[src/rtl/display_pkg.sv]
// Shared constants and helpers for the multiplexed seven-segment scanner.
// Segment patterns are kept active-high here; polarity is applied at the pins.
package display_pkg;

    localparam int SEG_W    = 7;
    localparam int NIBBLE_W = 4;

    // Segment bit order: [0]=a [1]=b [2]=c [3]=d [4]=e [5]=f [6]=g
    localparam logic [SEG_W-1:0] SEG_0    = 7'h3F;
    localparam logic [SEG_W-1:0] SEG_1    = 7'h06;
    localparam logic [SEG_W-1:0] SEG_2    = 7'h5B;
    localparam logic [SEG_W-1:0] SEG_3    = 7'h4F;
    localparam logic [SEG_W-1:0] SEG_4    = 7'h66;
    localparam logic [SEG_W-1:0] SEG_5    = 7'h6D;
    localparam logic [SEG_W-1:0] SEG_6    = 7'h7D;
    localparam logic [SEG_W-1:0] SEG_7    = 7'h07;
    localparam logic [SEG_W-1:0] SEG_8    = 7'h7F;
    localparam logic [SEG_W-1:0] SEG_9    = 7'h6F;
    localparam logic [SEG_W-1:0] SEG_DASH = 7'h40;
    localparam logic [SEG_W-1:0] SEG_OFF  = 7'h00;

    // Counter width for a modulus n; never narrower than one bit.
    function automatic int cnt_width(input int n);
        return (n <= 2) ? 1 : $clog2(n);
    endfunction

    // BCD nibble to active-high segments; codes 10..15 show a dash.
    function automatic logic [SEG_W-1:0] bcd_to_seg(input logic [NIBBLE_W-1:0] nibble);
        logic [SEG_W-1:0] s;
        case (nibble)
            4'd0:    s = SEG_0;
            4'd1:    s = SEG_1;
            4'd2:    s = SEG_2;
            4'd3:    s = SEG_3;
            4'd4:    s = SEG_4;
            4'd5:    s = SEG_5;
            4'd6:    s = SEG_6;
            4'd7:    s = SEG_7;
            4'd8:    s = SEG_8;
            4'd9:    s = SEG_9;
            default: s = SEG_DASH;
        endcase
        return s;
    endfunction

endpackage

[src/rtl/scan_timer.sv]
// Slot/frame timebase for the display scanner: prescaler, digit index
// (MSB digit first), frame wrap strobe and blink phase.
module scan_timer
    import display_pkg::*;
#(
    parameter int NUM_DIGITS   = 5,
    parameter int SCAN_DIV     = 40000,
    parameter int BLINK_FRAMES = 16,
    localparam int PRESC_W     = cnt_width(SCAN_DIV),
    localparam int IDX_W       = cnt_width(NUM_DIGITS),
    localparam int FRAME_W     = cnt_width(BLINK_FRAMES)
) (
    input  logic               clk,
    input  logic               reset_n,
    output logic [PRESC_W-1:0] prescaler,
    output logic [IDX_W-1:0]   index,
    output logic               frame_wrap,
    output logic               blink_phase
);

    logic               tick;
    logic [FRAME_W-1:0] frame_count;

    // tick closes a digit slot; frame_wrap closes the slot of digit 0,
    // which is the last one scanned in a frame.
    assign tick       = (prescaler == PRESC_W'(SCAN_DIV - 1));
    assign frame_wrap = tick && (index == '0);

    // Prescaler: free-running 0..SCAN_DIV-1.
    always_ff @(posedge clk or negedge reset_n) begin
        if (!reset_n) begin
            prescaler <= '0;
        end else if (tick) begin
            prescaler <= '0;
        end else begin
            prescaler <= prescaler + PRESC_W'(1);
        end
    end

    // Digit index: counts down once per slot, restarting at the top digit.
    always_ff @(posedge clk or negedge reset_n) begin
        if (!reset_n) begin
            index <= IDX_W'(NUM_DIGITS - 1);
        end else if (tick) begin
            if (index == '0) begin
                index <= IDX_W'(NUM_DIGITS - 1);
            end else begin
                index <= index - IDX_W'(1);
            end
        end
    end

    // Frame counter and blink phase: phase flips every BLINK_FRAMES frames.
    always_ff @(posedge clk or negedge reset_n) begin
        if (!reset_n) begin
            frame_count <= '0;
            blink_phase <= 1'b0;
        end else if (frame_wrap) begin
            if (frame_count == FRAME_W'(BLINK_FRAMES - 1)) begin
                frame_count <= '0;
                blink_phase <= ~blink_phase;
            end else begin
                frame_count <= frame_count + FRAME_W'(1);
            end
        end
    end

endmodule

[src/rtl/mux_display_scanner.sv]
// Time-multiplexed N-digit seven-segment driver with frame-synchronous
// double buffering, leading-zero blanking, per-digit blink and dead time.
//
// load handshake: load is a one-cycle strobe with no back-pressure.
// digits_in is sampled on every cycle load is high (last one wins);
// pending stays high while a captured value waits for the next frame
// boundary, and drops the cycle after it reaches the active register.
module mux_display_scanner
    import display_pkg::*;
#(
    parameter int NUM_DIGITS     = 5,
    parameter int SCAN_DIV       = 40000,
    parameter int DEAD_CYCLES    = 200,
    parameter int BLINK_FRAMES   = 16,
    parameter int SEG_ACTIVE_LOW = 1
) (
    input  logic                           clk,
    input  logic                           reset_n,
    input  logic                           load,
    input  logic [NIBBLE_W*NUM_DIGITS-1:0] digits_in,
    input  logic                           lz_blank_en,
    input  logic [NUM_DIGITS-1:0]          blink_mask,
    output logic                           pending,
    output logic [NUM_DIGITS-1:0]          enable_sel,
    output logic [SEG_W-1:0]               seg
);

    localparam int PRESC_W = cnt_width(SCAN_DIV);
    localparam int IDX_W   = cnt_width(NUM_DIGITS);
    localparam int DATA_W  = NIBBLE_W * NUM_DIGITS;

    // XOR mask that turns active-high patterns into pin levels.
    localparam logic [SEG_W-1:0] POL_MASK = (SEG_ACTIVE_LOW != 0) ? {SEG_W{1'b1}} : '0;
    localparam logic [SEG_W-1:0] SEG_IDLE = SEG_OFF ^ POL_MASK;

    logic [PRESC_W-1:0]    prescaler;
    logic [IDX_W-1:0]      index;
    logic                  frame_wrap;
    logic                  blink_phase;

    logic [DATA_W-1:0]     staging;
    logic [DATA_W-1:0]     active;

    logic                  above_zero;
    logic [NUM_DIGITS-1:0] lz_zero;
    logic [NUM_DIGITS-1:0] blanked;
    logic [NIBBLE_W-1:0]   cur_nibble;
    logic                  show;

    scan_timer #(
        .NUM_DIGITS   (NUM_DIGITS),
        .SCAN_DIV     (SCAN_DIV),
        .BLINK_FRAMES (BLINK_FRAMES)
    ) u_timer (
        .clk         (clk),
        .reset_n     (reset_n),
        .prescaler   (prescaler),
        .index       (index),
        .frame_wrap  (frame_wrap),
        .blink_phase (blink_phase)
    );

    // Double buffer: loads land in staging and are promoted only at a frame
    // wrap. A load on the wrap cycle itself goes straight to active. The wrap
    // cycle is the last cycle of digit 0's slot, so the new value first
    // appears during the dead time of the next slot and never tears a digit.
    always_ff @(posedge clk or negedge reset_n) begin
        if (!reset_n) begin
            staging <= '0;
            active  <= '0;
            pending <= 1'b0;
        end else if (load && frame_wrap) begin
            staging <= digits_in;
            active  <= digits_in;
            pending <= 1'b0;
        end else if (load) begin
            staging <= digits_in;
            pending <= 1'b1;
        end else if (frame_wrap && pending) begin
            active  <= staging;
            pending <= 1'b0;
        end
    end

    // Per-digit blanking: lz_zero[i] means digits i and above are all zero.
    always_comb begin
        above_zero = 1'b1;
        lz_zero    = '0;
        blanked    = '0;
        for (int i = NUM_DIGITS - 1; i >= 0; i--) begin
            above_zero = above_zero && (active[NIBBLE_W*i +: NIBBLE_W] == '0);
            lz_zero[i] = above_zero;
            blanked[i] = (blink_mask[i] && blink_phase)
                      || (lz_blank_en && (i != 0) && lz_zero[i]);
        end
    end

    // Current digit's nibble and whether it may be driven this cycle.
    assign cur_nibble = active[{index, 2'b00} +: NIBBLE_W];
    assign show       = (32'(prescaler) >= DEAD_CYCLES) && !blanked[index];

    // Registered pin drivers: segments are forced off whenever no digit is
    // enabled so the shared bus is quiet during dead time and blanked slots.
    always_ff @(posedge clk or negedge reset_n) begin
        if (!reset_n) begin
            enable_sel <= '0;
            seg        <= SEG_IDLE;
        end else if (show) begin
            enable_sel <= NUM_DIGITS'(1) << index;
            seg        <= bcd_to_seg(cur_nibble) ^ POL_MASK;
        end else begin
            enable_sel <= '0;
            seg        <= SEG_IDLE;
        end
    end

endmodule

[config.mk]
export PLATFORM = sky130hd
export DESIGN_NAME = mux_display_scanner
export DESIGN_NICKNAME = d
export VERILOG_FILES = /design/src/rtl/display_pkg.sv /design/src/rtl/scan_timer.sv /design/src/rtl/mux_display_scanner.sv
export SDC_FILE = /design/constraint.sdc
export NUM_CORES = 1
export LEC_CHECK = 0
export ABC_AREA = 1
export BUFFER_PORTS_ARGS = -buffer_cell sky130_fd_sc_hd__buf_2
export CAP_MARGIN = 30
export CORE_MARGIN = 2
export CORE_UTILIZATION = 45
export CTS_CLUSTER_DIAMETER = 150
export DETAILED_ROUTE_END_ITERATION = 7
export PLACE_DENSITY = 0.67
export SETUP_SLACK_MARGIN = 0.1
export SLEW_MARGIN = 20
export SYNTH_ARGS = -nofsm -noshare
export SYNTH_HDL_FRONTEND = slang
export SYNTH_SLANG_ARGS = --single-unit
[constraint.sdc]
create_clock -name clk -period 1.7 [get_ports clk]
set_input_delay 0.085 -clock clk [delete_from_list [all_inputs] [get_ports clk]]
set_output_delay 0.085 -clock clk [all_outputs]
set_load 0.01 [all_outputs]
Yosys cells after proc, flatten, opt, wreduce, memory -nomap -nowiden
Memories as Yosys holds them, arrays and structs flattened.
Cells that the tools add are included.
{"block": "classes", "addsub": 3, "mux": 16, "eq_ne": 3, "bitwise": 2, "n_lt_le_gt_ge": 2, "reduce_logical": 31, "shifts": 2}
{"cell": "2-to-1 mux 20 bit", "count": 5}
{"cell": "indexed part select 20 x 6 -> 4 bit", "count": 1}
{"cell": "adder 16 x 1 -> 16 bit, second input constant", "count": 1}
{"cell": "equality test 16 bit, second input constant", "count": 1}
{"cell": ">= comparator 16 x 8 -> 1 bit, second input constant", "count": 1}
{"cell": "logical AND 1 bit", "count": 16}
{"cell": "logical NOT 4 bit", "count": 4}
{"cell": "2-to-1 mux 16 bit", "count": 1}
{"cell": "2-to-1 mux 7 bit", "count": 2}
{"cell": "NOT 7 bit", "count": 1}
{"cell": "2-to-1 mux 5 bit", "count": 1}
{"cell": "left shift 1 x 3 -> 5 bit, first input constant", "count": 1}
{"cell": "adder 4 x 1 -> 4 bit, second input constant", "count": 1}
{"cell": "equality test 4 bit, second input constant", "count": 1}
{"cell": "logical OR 1 bit", "count": 4}
{"cell": "less-than comparator 3 x 4 -> 1 bit, second input constant", "count": 1}
{"cell": "2-to-1 mux 1 bit", "count": 4}
{"cell": "2-to-1 mux 4 bit", "count": 1}
{"cell": "AND reduction 2 bit", "count": 2}
{"cell": "nonzero test 2 bit", "count": 2}
{"cell": "binary-select mux 1 bit (select 3 bit)", "count": 1}
{"cell": "logical NOT 3 bit", "count": 1}
{"cell": "2-to-1 mux 3 bit", "count": 1}
{"cell": "nonzero test 3 bit", "count": 1}
{"cell": "other kinds (4)", "count": 4}
{"block": "word_totals", "word_cells": 69, "memories": 1, "input_bits": 29, "ff_bits": 77, "rom_bits": 112, "output_inout_bits": 13}
{"name": "(name not given)", "words": 16, "word_bits": 7, "rd": 1, "rd_ports_with_merged_regs": 0, "wr": 0, "line_no": "display_pkg.sv:30", "rtl": "case (nibble)"}

Depth between registers and ports, before layout
Gate-level depths: netlist (run 1).
{"block": "logic_depth", "depth_word": 13, "depth_mapped": 15, "ltp_nobuf": 14}

Modules after synthesis
Synthesis (run 1) repeated with hierarchy kept, for this count alone.
{"block": "unflattened", "cells_unflattened": 512, "hier_area_um2": 3916.3}
{"mod": "mux_display_scanner", "cells_per_inst": 336, "area_per_inst_um2": 2588.7, "instances": 1, "seq_area_each_um2": 1335.0}
{"mod": "scan_timer", "cells_per_inst": 176, "area_per_inst_um2": 1327.5, "instances": 1, "seq_area_each_um2": 601.8}

Worst setup path after synthesis (run 1)
No wires, ideal clock.
{"block": "synth_path", "path_type": "register to register", "from": "reg u_timer.index[1]", "to": "reg seg[3]", "arrival_time_ns": 1.757, "slack_ns": -0.143, "required_ns": 1.614, "path_stages_with_launch": 13, "cell_sequence": "dfrtp_1 -> inv_1 -> nor2_1 -> nand2_1 -> o2111ai_1 -> nand2_1 -> o21ai_0 -> inv_1 -> ha_1 -> a21boi_0 -> nor2_1 -> nor2_1 -> nand2_1"}
{"block": "synth_between", "elab_chain_cells": 5, "word_cells_on_any_way": 9}
{"item": "start: declaration", "line_no": "scan_timer.sv:16", "rtl": "output logic [IDX_W-1:0] index,"}
{"item": "start signal: assignment", "line_no": "scan_timer.sv:43", "rtl": "index <= IDX_W'(NUM_DIGITS - 1);"}
{"item": "start signal: assignment", "line_no": "scan_timer.sv:46", "rtl": "index <= IDX_W'(NUM_DIGITS - 1);"}
{"item": "start signal: assignment", "line_no": "scan_timer.sv:48", "rtl": "index <= index - IDX_W'(1);"}
{"item": "indexed part select 20 x 6 -> 4 bit / binary-select mux 1 bit (select 3 bit) (equally long branches)", "line_no": "mux_display_scanner.sv:99, mux_display_scanner.sv:100"}
{"item": "memory (16 x 7 bit) / 2-to-1 mux 1 bit (equally long branches)"}
{"item": "2-to-1 mux 7 bit / logical NOT 1 bit (equally long branches)", "line_no": "mux_display_scanner.sv:108, mux_display_scanner.sv:100"}
{"item": "NOT 7 bit (no line) / logical AND 1 bit (equally long branches)"}
{"item": "2-to-1 mux 7 bit (*)", "line_no": "mux_display_scanner.sv:108", "rtl": "end else if (show) begin"}
{"item": "end signal: assignment", "line_no": "mux_display_scanner.sv:110", "rtl": "seg <= bcd_to_seg(cur_nibble) ^ POL_MASK;"}
{"item": "end: declaration", "line_no": "mux_display_scanner.sv:25", "rtl": "output logic [SEG_W-1:0] seg"}
Every way passes the cells marked *; elsewhere a longest branch is shown, timed or not. The select of a mux whose other input is x is not followed.
A chain may end at the register's enable or synchronous reset.

Worst setup path in the final report (run 1)
{"block": "layout_path", "from": "reg u_timer.index[1]", "to": "reg active[5]"}
{"block": "layout_between", "elab_chain_cells": 5, "word_cells_on_any_way": 8}
{"item": "logical NOT 3 bit (*)", "line_no": "scan_timer.sv:27", "rtl": "assign frame_wrap = tick && (index == '0);"}
{"item": "logical AND 1 bit (*)", "line_no": "scan_timer.sv:27"}
{"item": "logical AND 1 bit (on tied branches)", "line_no": "mux_display_scanner.sv:72, mux_display_scanner.sv:79"}
{"item": "!= test 2 x 1 -> 1 bit (no line) / nonzero test 2 bit (equally long branches)"}
{"item": "AND reduction 2 bit (no line)"}
{"item": "end signal: assignment", "line_no": "mux_display_scanner.sv:74", "rtl": "active <= digits_in;"}
{"item": "end signal: assignment", "line_no": "mux_display_scanner.sv:80", "rtl": "active <= staging;"}
{"item": "end: declaration", "line_no": "mux_display_scanner.sv:42", "rtl": "logic [DATA_W-1:0] active;"}
Every way passes the cells marked *; elsewhere a longest branch is shown, timed or not.

==> results by stage, run 1 <==
Clocking:
- The H-tree level count is 3.
- The tree built by TritonCTS fans out to 77 sinks.
- The clock reaches the later pin of the worst-skew pair after 0.35 ns.
- The number of buffers inserted during clock tree synthesis is 9.
- The maximum number of buffers from clock root to sink is 2.
- The clock tree from TritonCTS is built.
- The cell at the root of the clock tree is sky130_fd_sc_hd__clkbuf_8.
- The clock-pin slew of the registers on the worst-case setup and hold paths is 0.08 ns.

Global routing:
- Entering global routing, the biggest net connects 37 pins.
- The first global-routing pass estimated 14200 um of wire.
- The number of antenna violations at the first check in global routing is 0.
- The via count of the first global-routing pass came to 3117.
- Summed over all layers, the global routing overflow is 0.
- The global-route usage over all layers is 20.1%.

Job:
- The tool flagged a number of max-cap violations equal to 0.

Layout:
- The synthesis-to-layout area growth is 32.1%.
- The post-route netlist has 26.7% of its cells at a drive strength greater than 1.
- Cells fill 61.6% of the core in the end.
- The filler-free cell count of the finished design is 697.
- The number of inserted diodes is 0.
- With fillers left out, the area of the finished cells amounts to 5090 sq um.
- The post-layout net count is 626.

Timing:
- The setup slack after layout is -0.0627 ns.
- Headroom to the max-slew limit came out at 64.3%.
- After routing, the total negative slack on setup checks comes to -0.478 ns.
- Derived from the worst setup path, the maximum achievable clock frequency is 0.567 GHz.
- Subtracting the final worst setup slack from the clock period gives 1.76 ns.
- The post-route clock period utilization is 104%.
- The total count of hold-check failures in the final report was 0.
- The clock skew after layout is 0.00600 ns.
- Hold is met by 0.0698 ns.
- The setup violation total in the final timing report is 13.
- Setup repair after global routing could not meet its margin everywhere.
- The total count of max-transition violations in the final report is 0.
- For the pin with the worst max-slew slack, the measured transition is 0.533 ns.

Critical path:
- The kind of cell adding the most delay to the critical path is simple AND/OR/NAND/NOR gates.
- For this run, the slowest stage of the critical path takes 0.48 ns.
- Counting both buffers and inverters, the worst setup path holds a total of 4.
- The setup slack of the most critical reg-to-reg path is -0.06 ns.
- At the worst endpoint, the arrival time is 2.01 ns.
- Measured in cells, the most critical reg-to-reg path has a length of 10.
- The signal on the critical path passes through nor2_4 -> buf_4 -> buf_4 -> ha_1 -> inv_2 -> nor2_4 -> nand2_8 -> clkbuf_16 -> nand2_1 -> nand2_1.
- The data required time of the critical path is 1.95 ns.
- The critical path runs through a total of 10 cells.
- The capturing instance or port of the critical path is active[5].
- In this run the critical register-to-register path is launched from u_timer.index[1].
- The worst setup path is of the reg2reg kind.
- The reg-to-reg endpoint is active[5].
- The kind of start point of the critical path is a flop.
- Tracing the worst setup path back leads to its startpoint at u_timer.index[1].
- The largest driver fanout on the critical path is 7.
- On the critical path, the stage with the largest delay is an instance of sky130_fd_sc_hd__dfrtp_2.
- The capturing element type of the critical path is a flop.

Yosys:
- Ranked by instance count, the synthesized netlist is headed by sky130_fd_sc_hd__nand2_1, sky130_fd_sc_hd__dfrtp_1, sky130_fd_sc_hd__inv_1, sky130_fd_sc_hd__nor2_1, sky130_fd_sc_hd__nand3_1.
- Dividing the synthesized area by the synthesized cell count gives 7.84 sq um.
- Among all cell types in the netlist, the one instantiated most often is sky130_fd_sc_hd__nand2_1.
- The area of the mapped netlist is 3850 sq um.
- The async set-reset flop share out of synthesis is 100%.
- Synthesis produced 491 cells.
- The number of distinct library cells after synthesis is 38.
- After synthesis, the largest area contributor takes up 44.8% of total cell area.
- Yosys attributes the largest share of cell area to sky130_fd_sc_hd__dfrtp_1, sky130_fd_sc_hd__nand2_1, sky130_fd_sc_hd__dfstp_2.
- The biggest area contributor in the post-synthesis netlist is sky130_fd_sc_hd__dfrtp_1.
- The count of flip-flops with a built-in enable after synthesis is 0.
- During synthesis, Yosys emitted a total of 0 warnings.
- The fraction of the yosys area taken by sequential cells is 50.3%.
- The most used flip-flop cell after synthesis is sky130_fd_sc_hd__dfrtp_1.
- The synthesized netlist net count is 530.
- The post-synthesis sequential element count is 77.

Floorplanning:
- The count of boundary I/O pins is 42.
- The starting density of the core is 46.6%.
- The area of the die is 9310 sq um.
- The initialized floorplan defines 33 standard-cell rows.
- The vertical die dimension is 96.5 um.
- The die span in x is 96.5 um.
- The total core area is 8260 sq um.

Power and ir drop:
- The net switching power is 0.827 mW.
- Summed over all cells, the static leakage comes to 2.62 nW.
- The net switching share of the total power is 22.9%.
- The relative contribution of sequential cells to total power is 52.2%.
- The peak supply drop is 586 uV.
- The cell internal power dissipation is 2.78 mW.
- Combinational logic burns 5.1% of the power.
- The clock network accounts for 42.7% of the total power.
- Dividing total power by cell area gives a power density of 710 nW/um^2.
- The design draws 3.61 mW.

Detailed routing:
- The routed wire length is 8920 um.
- In this run the remaining antenna-violating nets after routing total 0.
- The number of search-and-repair iterations in the first detailed-routing pass is 5.
- The via total after detailed routing is 3353.
- The post-detailed-route DRC marker count is 0.
- The violation count after the first detailed-route iteration is 182.
- The routed via count divided by cell count is 4.81.
- In the final routed layout, each cell accounts on average for 12.8 um.

Worst hold path:
- The startpoint of the lowest-slack hold path is load.
- The tightest min-delay check is of the in2reg type.

Place:
- Once placement finished, the instance area stood at 4350 sq um.
- The congestion estimate from routability-driven global placement came to 0.962.
- Timing analysis after detailed placement gives a worst setup slack of -0.0892 ns.
- The number of placed instances, taps included, is 649.
- The detailed placement HPWL is 6150 um.
- During placement, the flow inserted port buffers numbering 41.

Run status:
- The final reports fail on negative setup slack.
- The flow ran to the end, but the final reports show violations.
## placed cells by master, fill, tap and decap left out, types with 4 or more instances in the layout
cell type                       netlist  routed
sky130_fd_sc_hd__nand2_1            198     185
sky130_fd_sc_hd__dfrtp_1             69      67
sky130_fd_sc_hd__inv_1               55      47
sky130_fd_sc_hd__nor2_1              46      40
sky130_fd_sc_hd__buf_2                3      40
sky130_fd_sc_hd__buf_4                1      26
sky130_fd_sc_hd__dlygate4sd3_1        0      21
sky130_fd_sc_hd__nand3_1             22      18
sky130_fd_sc_hd__o21ai_0             15      12
sky130_fd_sc_hd__nand2_2              1      12
sky130_fd_sc_hd__xor2_1               9       9
sky130_fd_sc_hd__a21oi_1              9       9
sky130_fd_sc_hd__clkbuf_8             0       9
sky130_fd_sc_hd__nor2_4               2       8
sky130_fd_sc_hd__inv_2                1       8
sky130_fd_sc_hd__dfstp_2              8       8
sky130_fd_sc_hd__nand3_2              1       5
sky130_fd_sc_hd__nor3_1               7       5
sky130_fd_sc_hd__ha_1                10       5
sky130_fd_sc_hd__nand4_1              4       4
sky130_fd_sc_hd__clkinvlp_4           0       4
## worst min-delay path by stage
stage                                        to  slack, ns  cells after the start
final                                 active[0]       0.07                      4
after global placement    u_timer.prescaler[11]       0.07                      1
after CTS                             active[0]       0.05                      4
after global routing                  active[0]       0.10                      4
after detailed placement  u_timer.prescaler[11]       0.07                      1
after floorplan                       active[0]      -0.21                      0
## cell type report
type	instances	area, sq um
Timing Repair Buffer	92	688
Clock buffer	9	124
Inverter	58	233
Sequential cell	77	1940
Tap cell	105	131
Multi-Input combinational cell	347	1850
Timing Repair inverter	2	22.5
Fill cell	747	3170
Clock inverter	7	98.8
## cell families (layout without fill, tap and decap cells)
kind of cell	count (synthesis)	after routing	share of synthesized area [%]
compound gates	30	30	4.29
xor+xnor	11	11	2.50
simple gates	295	296	32.3
buf+inv	68	168	7.34
flops	77	77	50.3
fa+ha+maj	10	10	3.25
## worst register-to-register path, cell delays in order, from the launching register on
cell	delay (ns)
sky130_fd_sc_hd__dfrtp_2	0.48
sky130_fd_sc_hd__nor2_4	0.16
sky130_fd_sc_hd__buf_4	0.12
sky130_fd_sc_hd__buf_4	0.10
sky130_fd_sc_hd__ha_1	0.15
sky130_fd_sc_hd__inv_2	0.05
sky130_fd_sc_hd__nor2_4	0.16
sky130_fd_sc_hd__nand2_8	0.14
sky130_fd_sc_hd__clkbuf_16	0.20
sky130_fd_sc_hd__nand2_1	0.05
sky130_fd_sc_hd__nand2_1	0.06
## per-layer routing
metal / up-vias / part of all wire, % / track usage [%]
li1: 1705 / - / -
met1: 1558 / 46 / 27.4
met2: 78 / 48 / 31.1
met3: 12 / 4.5 / 4.42
met4: 0 / 1.6 / 8.10
met5: - / 0 / 0
## power by group through the flow
stage	Combinational [mW]	Clock (mW)	Sequential (mW)
3_5_place_dp	0.150	0	1.92
4_1_cts	0.188	1.58	1.88
2_1_floorplan	0.0572	0	1.92
5_1_grt	0.211	1.67	1.89
6_report	0.183	1.54	1.88
3_3_place_gp	0.145	0	1.92
## flip-flops by register name, indices dropped and copies added, names as in the netlist
name                 count
seg                      7
pending                  1
active                  20
u_timer.index            3
enable_sel               5
u_timer.blink_phase      1
u_timer.frame_count      4
staging                 20
u_timer.prescaler       16
## repair_timing
item                       4_1_cts  5_1_grt
setup buffers                    3        4
setup endpoints to repair       18       42
pin swaps                       10       16
cloned                           0        4
hold buffers                    21        0
gates resized for setup         21       36
hold endpoints to repair        46        0
(Power assumes the default switching activity.)
==> inputs of run 2 (changes only) <==
--- a/config.mk
+++ b/config.mk
@@ -9,10 +9,10 @@
 export BUFFER_PORTS_ARGS = -buffer_cell sky130_fd_sc_hd__buf_2
 export CAP_MARGIN = 30
 export CORE_MARGIN = 2
-export CORE_UTILIZATION = 45
+export CORE_UTILIZATION = 53
 export CTS_CLUSTER_DIAMETER = 150
 export DETAILED_ROUTE_END_ITERATION = 7
-export PLACE_DENSITY = 0.67
+export PLACE_DENSITY = 0.77
 export SETUP_SLACK_MARGIN = 0.1
 export SLEW_MARGIN = 20
 export SYNTH_ARGS = -nofsm -noshare
==> run 2 against run 1 <==
  * The run still ends with negative setup slack left
  * Critical path type unchanged
  * Critical path depth down 1
  * Core utilization is 13 points higher
  * Design area grew 4.4%
  * Via count up 7.4%
  * Worst hold slack got worse by 0.054 ns
  * Combinational power grew 4%
  * Wire length rose by 10%
==> results by stage, run 2 (synthesis results as in run 1) <==
Run status:
- The flow ran to the end, but the final reports show violations.
- The checks that failed: negative setup slack.

Detailed routing:
- The routed wire length was 9850 um (+10%).
- The post-detailed-route DRC marker count is 0 (unchanged).
- The via total after detailed routing was 3600 (+7.4%).
- The number of search-and-repair iterations in the first detailed-routing pass is 5 (unchanged).
- The remaining antenna violation count after routing is 0 (unchanged).
- The violation count after the first detailed-route iteration is 284 (+56%).
- The average wire per cell in the routed design is 14.1 um (+10%).
- The routed via count divided by cell count was 5.16 (+7.2%).

Floorplanning:
- The count of boundary I/O pins is 42 (unchanged).
- The total core area was 7140 sq um (-14%).
- The die span in x came to 89.2 um (-7.5%).
- The area of the die is 7960 sq um (-14%).
- The floorplan row count was 31 (-6.1%).
- The starting density of the core is 54.0% (+7.3 points).
- The vertical die dimension is 89.2 um (-7.5%).

Timing:
- The setup slack after layout is -0.0986 ns (-0.0360 ns).
- The upper clock frequency limit was 0.556 GHz (-2.0%).
- The clock skew after layout came to 0.0124 ns (+0.00636 ns).
- The slew at the pin closest to its max-slew limit was 0.558 ns (+0.0258 ns).
- The post-route clock period utilization is 106% (+2.1 points).
- The minimum period implied by the final worst setup slack is 1.80 ns (+0.0360 ns).
- Setup repair after global routing could not meet its margin everywhere.
- The total negative slack is -1.64 ns (-1.16 ns).
- The total count of max-transition violations in the final report is 0 (unchanged).
- The total count of hold-check failures in the final report came to 0 (unchanged).
- The worst-case headroom to the max-slew limit came to 62.8% (-1.5 points).
- The setup violation total in the final timing report is 27 (+14).

Critical path:
- STA classifies the critical path endpoint as a flop.
- The kind of start point of the critical path is a flop.
- The data arrival time of the worst path was 2.10 ns (+0.09 ns).
- The start of the worst register-to-register path is u_timer.index[2].
- The largest driver fanout on the critical path came to 8 (+1).
- The worst setup path startpoint is u_timer.index[2].
- The data required time of the critical path is 2.00 ns (+0.05 ns).
- The critical path in this run is classified as reg2reg.

Clocking:
- The insertion delay of the later-clocked pin in the worst-skew pair was 0.36 ns (about the same).
- TritonCTS built the clock tree.
- The clock-pin slew of the registers on the worst-case setup and hold paths is 0.08 ns (about the same).
- The maximum number of buffers from clock root to sink is 2 (unchanged).
- The tree is rooted in a sky130_fd_sc_hd__clkbuf_8.
- The H-tree level count came to 3 (unchanged).
- The number of clock sinks is 77 (unchanged).
- The number of buffers inserted during clock tree synthesis is 9 (unchanged).

Global routing:
- The via count of the first global-routing pass is 3313 (+6.3%).
- The global-route usage over all layers is 24.8% (+4.8 points).
- The number of antenna violations at the first check in global routing is 0 (unchanged).
- The total overflow reported by the global router is 0 (unchanged).
- The wire length of the first global-routing pass is 14900 um (+5.0%).
- The maximum number of pins on one net before global-route repair came to 44 (+19%).

Place:
- The setup slack after placement came to -0.102 ns (-0.0123 ns).
- The routability congestion estimate from global placement came to 0.962 (about the same).
- The count of buffers from port buffering is 41 (unchanged).
- The detailed placement HPWL was 5920 um (-3.6%).
- The cell count after placement was 638 (-1.7%).

Layout:
- The commonest non-fill, non-tap cell in the layout is sky130_fd_sc_hd__nand2_1.
- The post-layout net count came to 633 (+1.1%).
- Leaving out fill and tap cells, the most frequent cells in the layout are sky130_fd_sc_hd__nand2_1, sky130_fd_sc_hd__dfrtp_1, sky130_fd_sc_hd__inv_1.
- The number of inserted diodes came to 0 (unchanged).
- The largest registers in the layout are active: 20 flops, staging: 20 flops, u_timer.prescaler: 16 flops.
- The share of final-layout standard cells stronger than drive strength 1 is 34.7% (+8.0 points).
- The share of the core filled with cells in the final layout was 74.4% (+13 points).
- The filler-free cell count of the finished design is 698 (+0.14%).
- Compared with the post-synthesis result, the final layout area differs by 37.8%.

Power and ir drop:
- The relative contribution of sequential cells to total power is 53.4% (+1.2 points).
- The power per standard cell area is 665 nW/um^2 (-6.4%).
- The peak supply drop is 459 uV (-22%).
- The cell internal power dissipation is 2.68 mW (-3.8%).
- The combinational cell fraction of total power is 5.4% (+0.3 points).
- The net switching power was 0.848 mW (+2.6%).
- The total leakage power was 2.72 nW (+4.1%).
- The net switching share of the total power was 24.0% (+1.1 points).
- The clock group share of total power is 41.2% (-1.5 points).

Worst hold path:
- The startpoint of the lowest-slack hold path is digits_in[0].
- The path category of the worst min-delay check is in2reg.

Job:
- The max-cap check violation count was 0 (unchanged).
==> run 2: metal layers <==
layer / track usage (%) / routed length, um
met5: 0 / 0
met4: 10.3 / 175
met3: 5.91 / 523
met2: 39.3 / 4950
met1: 33.0 / 4200
==> run 2: critical path, cell delays in order, from the launching register on <==
cell,delay [ns]
sky130_fd_sc_hd__dfstp_2,0.61
sky130_fd_sc_hd__clkinvlp_4,0.21
sky130_fd_sc_hd__buf_6,0.18
sky130_fd_sc_hd__ha_4,0.16
sky130_fd_sc_hd__inv_4,0.06
sky130_fd_sc_hd__nor2_4,0.06
sky130_fd_sc_hd__nand2_8,0.17
sky130_fd_sc_hd__buf_8,0.17
sky130_fd_sc_hd__nand2_2,0.06
sky130_fd_sc_hd__nand2_1,0.07
==> run 2: timing repair <==
item	4_1_cts	5_1_grt
setup buffers	13	7
hold endpoints to repair	53	0
hold buffers	20	0
endpoints found under the setup margin	29	48
pin swaps	34	25
gates cloned	5	0
gates resized for setup	59	64
==> run 2: per-stage QoR <==
stage / hold WS (ns) / power (mW) / instance area (sq um)
2_1_floorplan: -0.211 / 1.97 / 3900
3_3_place_gp: 0.104 / 2.06 / 4300
3_5_place_dp: 0.111 / 2.07 / 4300
4_1_cts: 0.0183 / 3.53 / 5050
5_1_grt: 0.0190 / 3.66 / 5310
6_report: 0.0156 / 3.53 / 5310
==> run 2: power groups by stage <==
stage	registers [mW]	clock network, mW	logic (mW)
2_1_floorplan	1.92	0	0.0572
3_3_place_gp	1.92	0	0.143
3_5_place_dp	1.92	0	0.149
4_1_cts	1.88	1.46	0.187
5_1_grt	1.89	1.55	0.217
6_report	1.88	1.45	0.190
==> run 2: cell type report <==
cell class / count / area [sq um]
Timing Repair inverter: 3 / 43.8
Clock inverter: 6 / 70.1
Fill cell: 492 / 1830
Clock buffer: 10 / 138
Inverter: 58 / 243
Tap cell: 99 / 124
Multi-Input combinational cell: 347 / 2010
Sequential cell: 77 / 1940
Timing Repair Buffer: 98 / 743
==> run 2: path summary, 6_finish.rpt <==
check	to	slack, ns	cells after the start
min in group asynchronous	u_timer.prescaler[9]	0.24	2
setup reg to reg	active[9]	-0.1	9
hold reg to reg	u_timer.prescaler[14]	0.47	1
hold / removal	staging[0]	0.02	3
max in group asynchronous	u_timer.frame_count[3]	0.89	3
setup / recovery	active[9]	-0.1	9
